[src/rtl/jtag_dtm_regs.sv]
// -----------------------------------------------------------------------------
// jtag_dtm_regs
// Instruction register and data-register bank of the JTAG debug transport
// module. Sits directly behind the TAP state machine: consumes its capture /
// shift / update strobes, shifts TDI through the selected register, drives
// TDO, and turns DMI scans into a valid/ready request toward the debug module
// while collecting the response for the next scan.
//
// Ports
//   tck_i, rst_i                      JTAG clock (state on posedge, TDO on
//                                     negedge), async active-high reset
//   tdi_i                             serial data in
//   captureIR_i/shiftIR_i/updateIR_i  TAP IR strobes (one tck each)
//   captureDR_i/shiftDR_i/updateDR_i  TAP DR strobes
//   selectIR_i                        1 = TDO sourced from the IR chain
//   tdo_o, tdo_en_o                   serial data out and its drive enable
//   dmi_req_*                         DMI request (valid/ready, addr, data, op)
//   dmi_resp_*                        DMI response strobe, data, error
//   dmi_hardreset_o                   one-tck pulse on dtmcs.dmihardreset
// -----------------------------------------------------------------------------
`timescale 1ns/1ps

module jtag_dtm_regs #(
    parameter int unsigned IR_W       = 5,
    parameter int unsigned ABITS      = 7,
    parameter logic [31:0] IDCODE_VAL = 32'h1000_0001,
    parameter logic [2:0]  IDLE_HINT  = 3'd1
) (
    input  logic             tck_i,
    input  logic             rst_i,
    input  logic             tdi_i,
    input  logic             captureIR_i,
    input  logic             shiftIR_i,
    input  logic             updateIR_i,
    input  logic             captureDR_i,
    input  logic             shiftDR_i,
    input  logic             updateDR_i,
    input  logic             selectIR_i,
    output logic             tdo_o,
    output logic             tdo_en_o,
    output logic             dmi_req_valid_o,
    input  logic             dmi_req_ready_i,
    output logic [ABITS-1:0] dmi_req_addr_o,
    output logic [31:0]      dmi_req_data_o,
    output logic [1:0]       dmi_req_op_o,
    input  logic             dmi_resp_valid_i,
    input  logic [31:0]      dmi_resp_data_i,
    input  logic             dmi_resp_err_i,
    output logic             dmi_hardreset_o
);

    localparam int unsigned   DMI_W       = ABITS + 34;
    localparam logic [5:0]    ABITS_FIELD = 6'(ABITS);

    localparam logic [IR_W-1:0] IR_IDCODE = IR_W'(5'h01);
    localparam logic [IR_W-1:0] IR_DTMCS  = IR_W'(5'h10);
    localparam logic [IR_W-1:0] IR_DMI    = IR_W'(5'h11);

    // Which data register sits between TDI and TDO; unknown opcodes fall
    // through to BYPASS.
    typedef enum logic [1:0] {
        SEL_BYPASS,
        SEL_IDCODE,
        SEL_DTMCS,
        SEL_DMI
    } dr_sel_e;

    // IR path
    logic [IR_W-1:0]  r_ir;
    logic [IR_W-1:0]  r_ir_sr;

    // DR shift registers
    logic [31:0]      r_idcode_sr;
    logic             r_bypass_sr;
    logic [31:0]      r_dtmcs_sr;
    logic [DMI_W-1:0] r_dmi_sr;

    // DMI bookkeeping
    logic             r_req_valid;
    logic [ABITS-1:0] r_req_addr;
    logic [31:0]      r_req_data;
    logic [1:0]       r_req_op;
    logic [ABITS-1:0] r_last_addr;
    logic [31:0]      r_resp_data;
    logic             r_outstanding;
    logic             r_sticky_busy;
    logic             r_sticky_err;
    logic             r_hardreset;

    dr_sel_e          w_dr_sel;
    logic             w_dr_tdo;
    logic [1:0]       w_status;
    logic [1:0]       w_dmi_status;
    logic [ABITS-1:0] w_upd_addr;
    logic [31:0]      w_upd_data;
    logic [1:0]       w_upd_op;
    logic             w_upd_is_req;

    // -------------------------------------------------------------------------
    // Decode and status
    // -------------------------------------------------------------------------
    // NOTE: every combinational output gets a default before the case so no
    // path leaves it unassigned, which would otherwise infer a latch.
    always_comb begin
        w_dr_sel = SEL_BYPASS;
        case (r_ir)
            IR_IDCODE: w_dr_sel = SEL_IDCODE;
            IR_DTMCS:  w_dr_sel = SEL_DTMCS;
            IR_DMI:    w_dr_sel = SEL_DMI;
            default:   w_dr_sel = SEL_BYPASS;
        endcase
    end

    always_comb begin
        w_dr_tdo = r_bypass_sr;
        case (w_dr_sel)
            SEL_IDCODE: w_dr_tdo = r_idcode_sr[0];
            SEL_DTMCS:  w_dr_tdo = r_dtmcs_sr[0];
            SEL_DMI:    w_dr_tdo = r_dmi_sr[0];
            default:    w_dr_tdo = r_bypass_sr;
        endcase
    end

    // Busy dominates error in the two-bit status code.
    assign w_status     = r_sticky_busy ? 2'd3 : (r_sticky_err ? 2'd2 : 2'd0);
    // A capture while a request is still in flight reports busy right away.
    assign w_dmi_status = r_outstanding ? 2'd3 : w_status;

    assign w_upd_addr   = r_dmi_sr[DMI_W-1:34];
    assign w_upd_data   = r_dmi_sr[33:2];
    assign w_upd_op     = r_dmi_sr[1:0];
    assign w_upd_is_req = (w_upd_op == 2'd1) || (w_upd_op == 2'd2);

    // -------------------------------------------------------------------------
    // IR path
    // -------------------------------------------------------------------------
    // NOTE: clocked state is written with non-blocking assignments so every
    // register samples the pre-edge values of the others.
    always_ff @(posedge tck_i or posedge rst_i) begin
        if (rst_i) begin
            r_ir    <= IR_IDCODE;
            r_ir_sr <= '0;
        end else begin
            if (captureIR_i) begin
                r_ir_sr <= IR_W'(5'b00001);
            end else if (shiftIR_i) begin
                r_ir_sr <= {tdi_i, r_ir_sr[IR_W-1:1]};
            end
            if (updateIR_i) begin
                r_ir <= r_ir_sr;
            end
        end
    end

    // -------------------------------------------------------------------------
    // DR shift registers: only the one selected by IR captures or shifts
    // -------------------------------------------------------------------------
    always_ff @(posedge tck_i or posedge rst_i) begin
        if (rst_i) begin
            r_idcode_sr <= '0;
            r_bypass_sr <= 1'b0;
            r_dtmcs_sr  <= '0;
            r_dmi_sr    <= '0;
        end else if (captureDR_i) begin
            case (w_dr_sel)
                SEL_IDCODE: r_idcode_sr <= IDCODE_VAL;
                SEL_DTMCS:  r_dtmcs_sr  <= {14'b0, 2'b00, 1'b0, IDLE_HINT,
                                            w_status, ABITS_FIELD, 4'd1};
                SEL_DMI:    r_dmi_sr    <= {r_last_addr, r_resp_data, w_dmi_status};
                default:    r_bypass_sr <= 1'b0;
            endcase
        end else if (shiftDR_i) begin
            case (w_dr_sel)
                SEL_IDCODE: r_idcode_sr <= {tdi_i, r_idcode_sr[31:1]};
                SEL_DTMCS:  r_dtmcs_sr  <= {tdi_i, r_dtmcs_sr[31:1]};
                SEL_DMI:    r_dmi_sr    <= {tdi_i, r_dmi_sr[DMI_W-1:1]};
                default:    r_bypass_sr <= tdi_i;
            endcase
        end
    end

    // -------------------------------------------------------------------------
    // DMI request / response and sticky status. Later statements win, so a
    // hard reset overrides a response or handshake landing on the same edge.
    // -------------------------------------------------------------------------
    always_ff @(posedge tck_i or posedge rst_i) begin
        if (rst_i) begin
            r_req_valid   <= 1'b0;
            r_req_addr    <= '0;
            r_req_data    <= '0;
            r_req_op      <= '0;
            r_last_addr   <= '0;
            r_resp_data   <= '0;
            r_outstanding <= 1'b0;
            r_sticky_busy <= 1'b0;
            r_sticky_err  <= 1'b0;
            r_hardreset   <= 1'b0;
        end else begin
            r_hardreset <= 1'b0;

            if (r_req_valid && dmi_req_ready_i) begin
                r_req_valid <= 1'b0;
            end

            if (dmi_resp_valid_i) begin
                r_resp_data   <= dmi_resp_data_i;
                r_outstanding <= 1'b0;
                if (dmi_resp_err_i) begin
                    r_sticky_err <= 1'b1;
                end
            end

            if (captureDR_i && (w_dr_sel == SEL_DMI) && r_outstanding) begin
                r_sticky_busy <= 1'b1;
            end

            if (updateDR_i && (w_dr_sel == SEL_DTMCS)) begin
                if (r_dtmcs_sr[16]) begin
                    r_sticky_busy <= 1'b0;
                    r_sticky_err  <= 1'b0;
                end
                if (r_dtmcs_sr[17]) begin
                    r_hardreset   <= 1'b1;
                    r_sticky_busy <= 1'b0;
                    r_sticky_err  <= 1'b0;
                    r_outstanding <= 1'b0;
                    r_req_valid   <= 1'b0;
                end
            end

            if (updateDR_i && (w_dr_sel == SEL_DMI) && w_upd_is_req) begin
                if (r_outstanding) begin
                    r_sticky_busy <= 1'b1;
                end else if (!r_sticky_busy && !r_sticky_err) begin
                    r_req_valid   <= 1'b1;
                    r_req_addr    <= w_upd_addr;
                    r_req_data    <= w_upd_data;
                    r_req_op      <= w_upd_op;
                    r_outstanding <= 1'b1;
                    r_last_addr   <= w_upd_addr;
                end
            end
        end
    end

    // -------------------------------------------------------------------------
    // TDO launches on the falling edge so the probe samples it on the next
    // rising edge with a full half period of setup.
    // -------------------------------------------------------------------------
    always_ff @(negedge tck_i or posedge rst_i) begin
        if (rst_i) begin
            tdo_o    <= 1'b0;
            tdo_en_o <= 1'b0;
        end else begin
            tdo_o    <= selectIR_i ? r_ir_sr[0] : w_dr_tdo;
            tdo_en_o <= shiftIR_i | shiftDR_i;
        end
    end

    assign dmi_req_valid_o = r_req_valid;
    assign dmi_req_addr_o  = r_req_addr;
    assign dmi_req_data_o  = r_req_data;
    assign dmi_req_op_o    = r_req_op;
    assign dmi_hardreset_o = r_hardreset;

endmodule
[config.mk]
export PLATFORM = sky130hd
export DESIGN_NAME = jtag_dtm_regs
export DESIGN_NICKNAME = d
export VERILOG_FILES = /design/src/rtl/jtag_dtm_regs.sv
export SDC_FILE = /design/constraint.sdc
export NUM_CORES = 1
export LEC_CHECK = 0
export CAP_MARGIN = 5
export CORE_MARGIN = 2
export CORE_UTILIZATION = 35
export CTS_CLUSTER_DIAMETER = 150
export DETAILED_ROUTE_END_ITERATION = 16
export REMOVE_ABC_BUFFERS = 1
export SYNTH_ARGS = -nofsm -noshare
export SYNTH_HDL_FRONTEND = slang
export SYNTH_SLANG_ARGS = --single-unit
[constraint.sdc]
create_clock -name tck_i -period 9.6 [get_ports tck_i]
set_input_delay 1.92 -clock tck_i [delete_from_list [all_inputs] [get_ports tck_i]]
set_output_delay 1.92 -clock tck_i [all_outputs]
set_load 0.02 [all_outputs]
==> results.ini, run 1 <==
[clock_network]
cts_hold_repair.buffers = 0
post_cts_buffers = 0
clockBufferDepth = 2
clk_pin_slew_ns = 0.07
cts_root_buffer = clkbuf_16
numCtsBuffers = 17
clkSinkCount = 196
ctsResizeCount = 0
cts_max_level = 4
clock_latency_ns = 0.43
cts_tree = yes

[worst_setup_path]
endpoint_kind = primary output
cp_data_required_time_ns = 7.68
r2r_start = r_ir[1]
reg2reg_slack_ns = 3.45
path_buf_inv = 1
crit_family = buffers and inverters
crit_fanout = 1
r2r-end = tdo_o
crit_chain = clkdlybuf4s50_1
critPathLaunchType = flip-flop
cpMaxStageDelayCell = clkdlybuf4s50_1
cp.arrival_ns = 6.19
worstSetupPathType = flip-flop to primary output
r2r_cells = 4
max_stage_delay_ns = 0.59

[synth]
ys_seq_area_share_pct = 62.7
synth_edf_count = 0
ys_types = 40
async_flop_share_pct = 100
synth_top_area_share_pct = 61.8
yosys-top-cells-count = dfrtp_1, nand2_1, o21ai_0
synth_seq_cells = 196
synth_most_common_cell = dfrtp_1
syn-mean-instance-area_sq_um = 12.0
synthFlopType = dfrtp_1
syn_inst = 650
synth_area_leaders = dfrtp_1, mux2_2, mux2_1
synth_area_sq_mm = 0.00782
yosysTopAreaCell = dfrtp_1
yosys_warnings = 0

[timing]
grt_setup_unrepaired = no
drv_slew = 0
slew_headroom_pct = 24.5
worstMarginPinSlew_ns = 1.13
fin_setup_tns_ns = 0
setup_viol_count_final = 0
finalHoldViolations = 0
fin_worst_skew_ns = 0.0274

[worst_hold_path]
hp-start = r_idcode_sr[3]
worstHoldPathCells = 2
hp-class = flip-flop to flip-flop
worstHoldEndpoint = r_idcode_sr[3]

[global_routing]
grt_remaining_overflow = 0
grt_usage_pct = 15.0
grtUsageMet3_pct = 2.98
grt_util_met1_pct = 20.3
grt-busiest-layer = met2
antenna_found_initial = 0
grtUsageMet2_pct = 24.1
grt_pass1_vias = 5404
grt_start_max_net_pins = 76
grt_pass1_wl_um = 28600

[floorplanning]
initial_core_util_pct = 35.7
num_rows = 54
core_area_sq_mm = 0.0219
die_w_um = 153
die_y_um = 153
fp.dieArea_sq_mm = 0.0236
ios = 90

[detailed_routing]
drc = 0
drt.antenna.violating_nets = 0
viasPerCell = 5.21
vias = 5268
dr.pass1.iters = 4
avgRoutedWirePerCell_um = 16.7
wirelength_um = 16900
drtIter0Drc = 256

[outcome]
outcome = complete, no violations

[final_layout]
design_area_sq_mm = 0.00953
antenna_cells = 0
syn_to_final_growth_pct = 21.8
drive_above_1_share_pct = 12.2
fillCellCount = 2077
nets = 763

[power]
ir_drop_mv = 0.128
powerDensity_mw_per_mm2 = 207
power.leakage_nw = 4.09

[placement]
dp_hpwl_um = 10300
dpl_cell_area_sq_mm = 0.00893
portBuffers = 89
gp_congestion = 0.783

[flow_run]
max_cap_violations = 0

[stage by stage]
stage	std cells	hold WS, ns	power [mW]	setup WS, ns	utilization, %
after floorplan	602	0.449	1.18	-2.27	-
after global placement	979	0.464	1.27	1.77	40.8
after detailed placement	979	0.474	1.28	1.74	40.8
after CTS	1011	0.490	1.99	1.47	43.5
after global routing	1011	0.509	2.07	1.46	43.5
final	1011	0.486	1.97	1.49	43.5
[report_power, final]
group / switching [mW] / internal (mW) / total [mW]
sequential: 0.0861 / 0.938 / 1.02
clock: 0.336 / 0.372 / 0.709
combinational: 0.112 / 0.130 / 0.242
[worst max-delay path by stage]
stage / end / slack [ns] / cells after the start / startpoint
after detailed placement: tdo_en_o / 1.74 / 2 / shiftDR_i
final: tdo_en_o / 1.49 / 1 / tdo_en_o
after global placement: tdo_en_o / 1.77 / 2 / shiftDR_i
after floorplan: tdo_en_o / -2.27 / 1 / rst_i
after global routing: tdo_en_o / 1.46 / 1 / tdo_en_o
after CTS: tdo_en_o / 1.47 / 1 / tdo_en_o
[final cells by class]
class	instances	area [sq um]	area share, %
well taps	280	350	3.68
repair buffers	97	946	9.93
clock buffers	18	429	4.50
multi-input cells	403	2710	28.5
flip-flops and latches	196	4910	51.5
clock inverters	14	163	1.71
inverters	3	18.8	0.197
[flip-flops by register name (all words and copies together), names as in the netlist, 2 cells and up]
signal          count
dmi_req_data_o     32
dmi_req_op_o        2
r_ir                5
r_idcode_sr        32
r_dmi_sr           41
r_resp_data        32
r_last_addr         7
r_dtmcs_sr         32
r_ir_sr             5
[per-layer routing]
| metal | wire length [um] | vias up |
|---|---|---|
| met5 | 0 | - |
| met4 | 246 | 0 |
| met3 | 559 | 19 |
| met2 | 8310 | 104 |
| met1 | 7810 | 2681 |
| li1 | - | 2464 |
[kinds of logic after synthesis]
| family | after synthesis | synth area share, % |
|---|---|---|
| XOR/XNOR | 1 | 0.112 |
| multiplexers | 84 | 12.0 |
| AND/OR/NAND/NOR | 139 | 7.73 |
| flip-flops | 196 | 62.7 |
| AO/OA/AOI/OAI | 179 | 14.8 |
| buffers and inverters | 51 | 2.66 |
[layout by cell type, fill, tap and decap left out, drive strengths merged, types with 5 or more instances in the layout]
cell type	count
clkdlybuf4s50	88
o22ai	41
dfrtp	193
nand2	95
nor2	17
a21oi	5
inv	10
buf	9
o21ai	77
clkbuf	18
mux2i	6
mux2	78
clkinv	5
a2bb2oi	41
nor3	7
No activity file was read; power rests on OpenSTA's default activity.
==> inputs of run 2 (changes only) <==
clock period = 8.22 ns   (was 9.6 ns; I/O delays follow)
==> results.ini, run 2 (synthesized netlist as in run 1, its figures left out) <==
[power]
p_int_mw = 1.66  ; was 1.44 mW
power.leakage_nw = 4.09  ; about the same
ir_drop_mv = 0.174  ; was 0.128 mV
p_clk_share_pct = 35.2  ; was 35.9%
pwr-share-comb_pct = 12.3  ; about the same
seqPwrFrac_pct = 52.4  ; was 51.9%
p_sw_mw = 0.621  ; was 0.534 mW
switching_share_pct = 27.2  ; was 27.1%
powerDensity_mw_per_mm2 = 240  ; was 207 mW/mm^2

[clock_network]
cts_max_level = 4  ; unchanged
cts_root_buffer = clkbuf_16  ; unchanged
clockBufferDepth = 2  ; unchanged
numCtsBuffers = 17  ; unchanged
post_cts_buffers = 0  ; unchanged
cts_tree = yes  ; unchanged
cts_hold_repair.buffers = 0  ; unchanged
clk_pin_slew_ns = 0.07  ; about the same
clock_latency_ns = 0.42  ; was 0.43 ns
ctsResizeCount = 0  ; unchanged
clkSinkCount = 196  ; unchanged

[final_layout]
final_common_cell = dfrtp_1  ; unchanged
design_area_sq_mm = 0.00951  ; was 0.00953 sq mm
fillCellCount = 2059  ; was 2,077
regMostFlops = r_dmi_sr  ; unchanged
nets = 763  ; unchanged
antenna_cells = 0  ; unchanged
final_util_pct = 43.4  ; was 43.5%
most-common-layout-cells = dfrtp_1, nand2_1, clkdlybuf4s50_1  ; unchanged
largest_reg_flops = 41  ; unchanged
drive_above_1_share_pct = 12.2  ; unchanged
syn_to_final_growth_pct = 21.7  ; was 21.8%
post_layout_nonfiller_instances = 1011  ; unchanged

[floorplanning]
initial_core_util_pct = 35.7  ; unchanged
die_w_um = 153  ; unchanged
fp.dieArea_sq_mm = 0.0236  ; unchanged
die_y_um = 153  ; unchanged
core_area_sq_mm = 0.0219  ; unchanged
num_rows = 54  ; unchanged
ios = 90  ; unchanged

[worst_setup_path]
crit_chain = clkdlybuf4s50_1  ; unchanged
crit_fanout = 1  ; unchanged
endpoint_kind = primary output  ; unchanged
cpMaxStageDelayCell = clkdlybuf4s50_1  ; unchanged
cp_data_required_time_ns = 6.58  ; was 7.68 ns
critPathLaunchType = flip-flop  ; unchanged
path_buf_inv = 1  ; unchanged
crit_family = buffers and inverters  ; unchanged
reg2reg_slack_ns = 2.80  ; was 3.45 ns
worstSetupPathType = flip-flop to primary output  ; unchanged
max_stage_delay_ns = 0.60  ; was 0.59 ns
cp.arrival_ns = 5.49  ; was 6.19 ns

[global_routing]
grt_remaining_overflow = 0  ; unchanged
grt_pass1_vias = 5432  ; was 5,404
grt_start_max_net_pins = 78  ; was 76
grt_usage_pct = 15.0  ; about the same
antenna_found_initial = 0  ; unchanged
grt_pass1_wl_um = 28500  ; was 28,600 um

[detailed_routing]
dr.pass1.iters = 4  ; unchanged
drc = 0  ; unchanged
wirelength_um = 16900  ; about the same
avgRoutedWirePerCell_um = 16.7  ; about the same
vias = 5325  ; was 5,268
drtIter0Drc = 249  ; was 256
viasPerCell = 5.27  ; was 5.21
drt.antenna.violating_nets = 0  ; unchanged

[timing]
fin_ws_ns = 1.09  ; was 1.49 ns
fin_setup_tns_ns = 0  ; unchanged
grt_setup_unrepaired = no  ; unchanged
worstMarginPinSlew_ns = 1.06  ; was 1.13 ns
slew_headroom_pct = 28.9  ; was 24.5%
drv_slew = 0  ; unchanged
setup_viol_count_final = 0  ; unchanged
finalHoldViolations = 0  ; unchanged
fin_worst_skew_ns = 0.0233  ; was 0.0274 ns

[placement]
dpl_cell_area_sq_mm = 0.00893  ; unchanged
place_inst = 979  ; unchanged
portBuffers = 89  ; unchanged
dp_worst_setup_slack_ns = 1.35  ; was 1.74 ns
gp_congestion = 0.793  ; was 0.783
dp_hpwl_um = 10300  ; about the same

[worst_hold_path]
hp-class = flip-flop to flip-flop  ; unchanged

[outcome]
outcome = complete, no violations  ; unchanged

[flow_run]
max_cap_violations = 0  ; unchanged

==> run 2: tightest hold or removal path: stages (launching register included) <==
cell and delay, ns:
dfrtp_1 0.34, nand2_1 0.04, o21ai_0 0.06
==> run 2: metrics by stage <==
| step | power [mW] | hold WS [ns] |
|---|---|---|
| floorplan | 1.38 | 0.449 |
| global placement | 1.48 | 0.464 |
| detailed placement | 1.50 | 0.471 |
| CTS | 2.31 | 0.487 |
| global route | 2.40 | 0.511 |
| finish | 2.28 | 0.481 |
==> run 2: final cells by class <==
cell class | instances | area [sq um] | area share [%]
Sequential cell | 196 | 4910 | 51.6
Tap cell | 280 | 350 | 3.68
Timing Repair Buffer | 97 | 946 | 9.94
Clock inverter | 13 | 134 | 1.41
Inverter | 3 | 18.8 | 0.197
Clock buffer | 19 | 443 | 4.66
Multi-Input combinational cell | 403 | 2710 | 28.5
==> run 2: layer usage <==
| metal | track usage, % | wire (um) |
|---|---|---|
| met4 | 5.55 | 348 |
| met3 | 3.03 | 527 |
| met2 | 24.7 | 8290 |
| met5 | 0 | 0 |
| met1 | 19.6 | 7730 |
==> run 2: power groups by stage <==
stage | clock network (mW) | logic [mW] | registers (mW)
floorplan | 0 | 0.197 | 1.18
global placement | 0 | 0.277 | 1.20
detailed placement | 0 | 0.285 | 1.21
CTS | 0.824 | 0.287 | 1.19
global route | 0.871 | 0.314 | 1.21
finish | 0.804 | 0.281 | 1.20
==> run 2: worst paths after layout <==
path,startpoint,endpoint,depth (start not counted)
setup / recovery,tdo_en_o,tdo_en_o,1
hold / removal,r_idcode_sr[21],r_idcode_sr[21],2
setup reg to reg,r_ir[1],tdo_o,3
hold reg to reg,r_idcode_sr[21],r_idcode_sr[21],2
max in group asynchronous,rst_i,tdo_o,2
min in group asynchronous,rst_i,r_dmi_sr[27],2
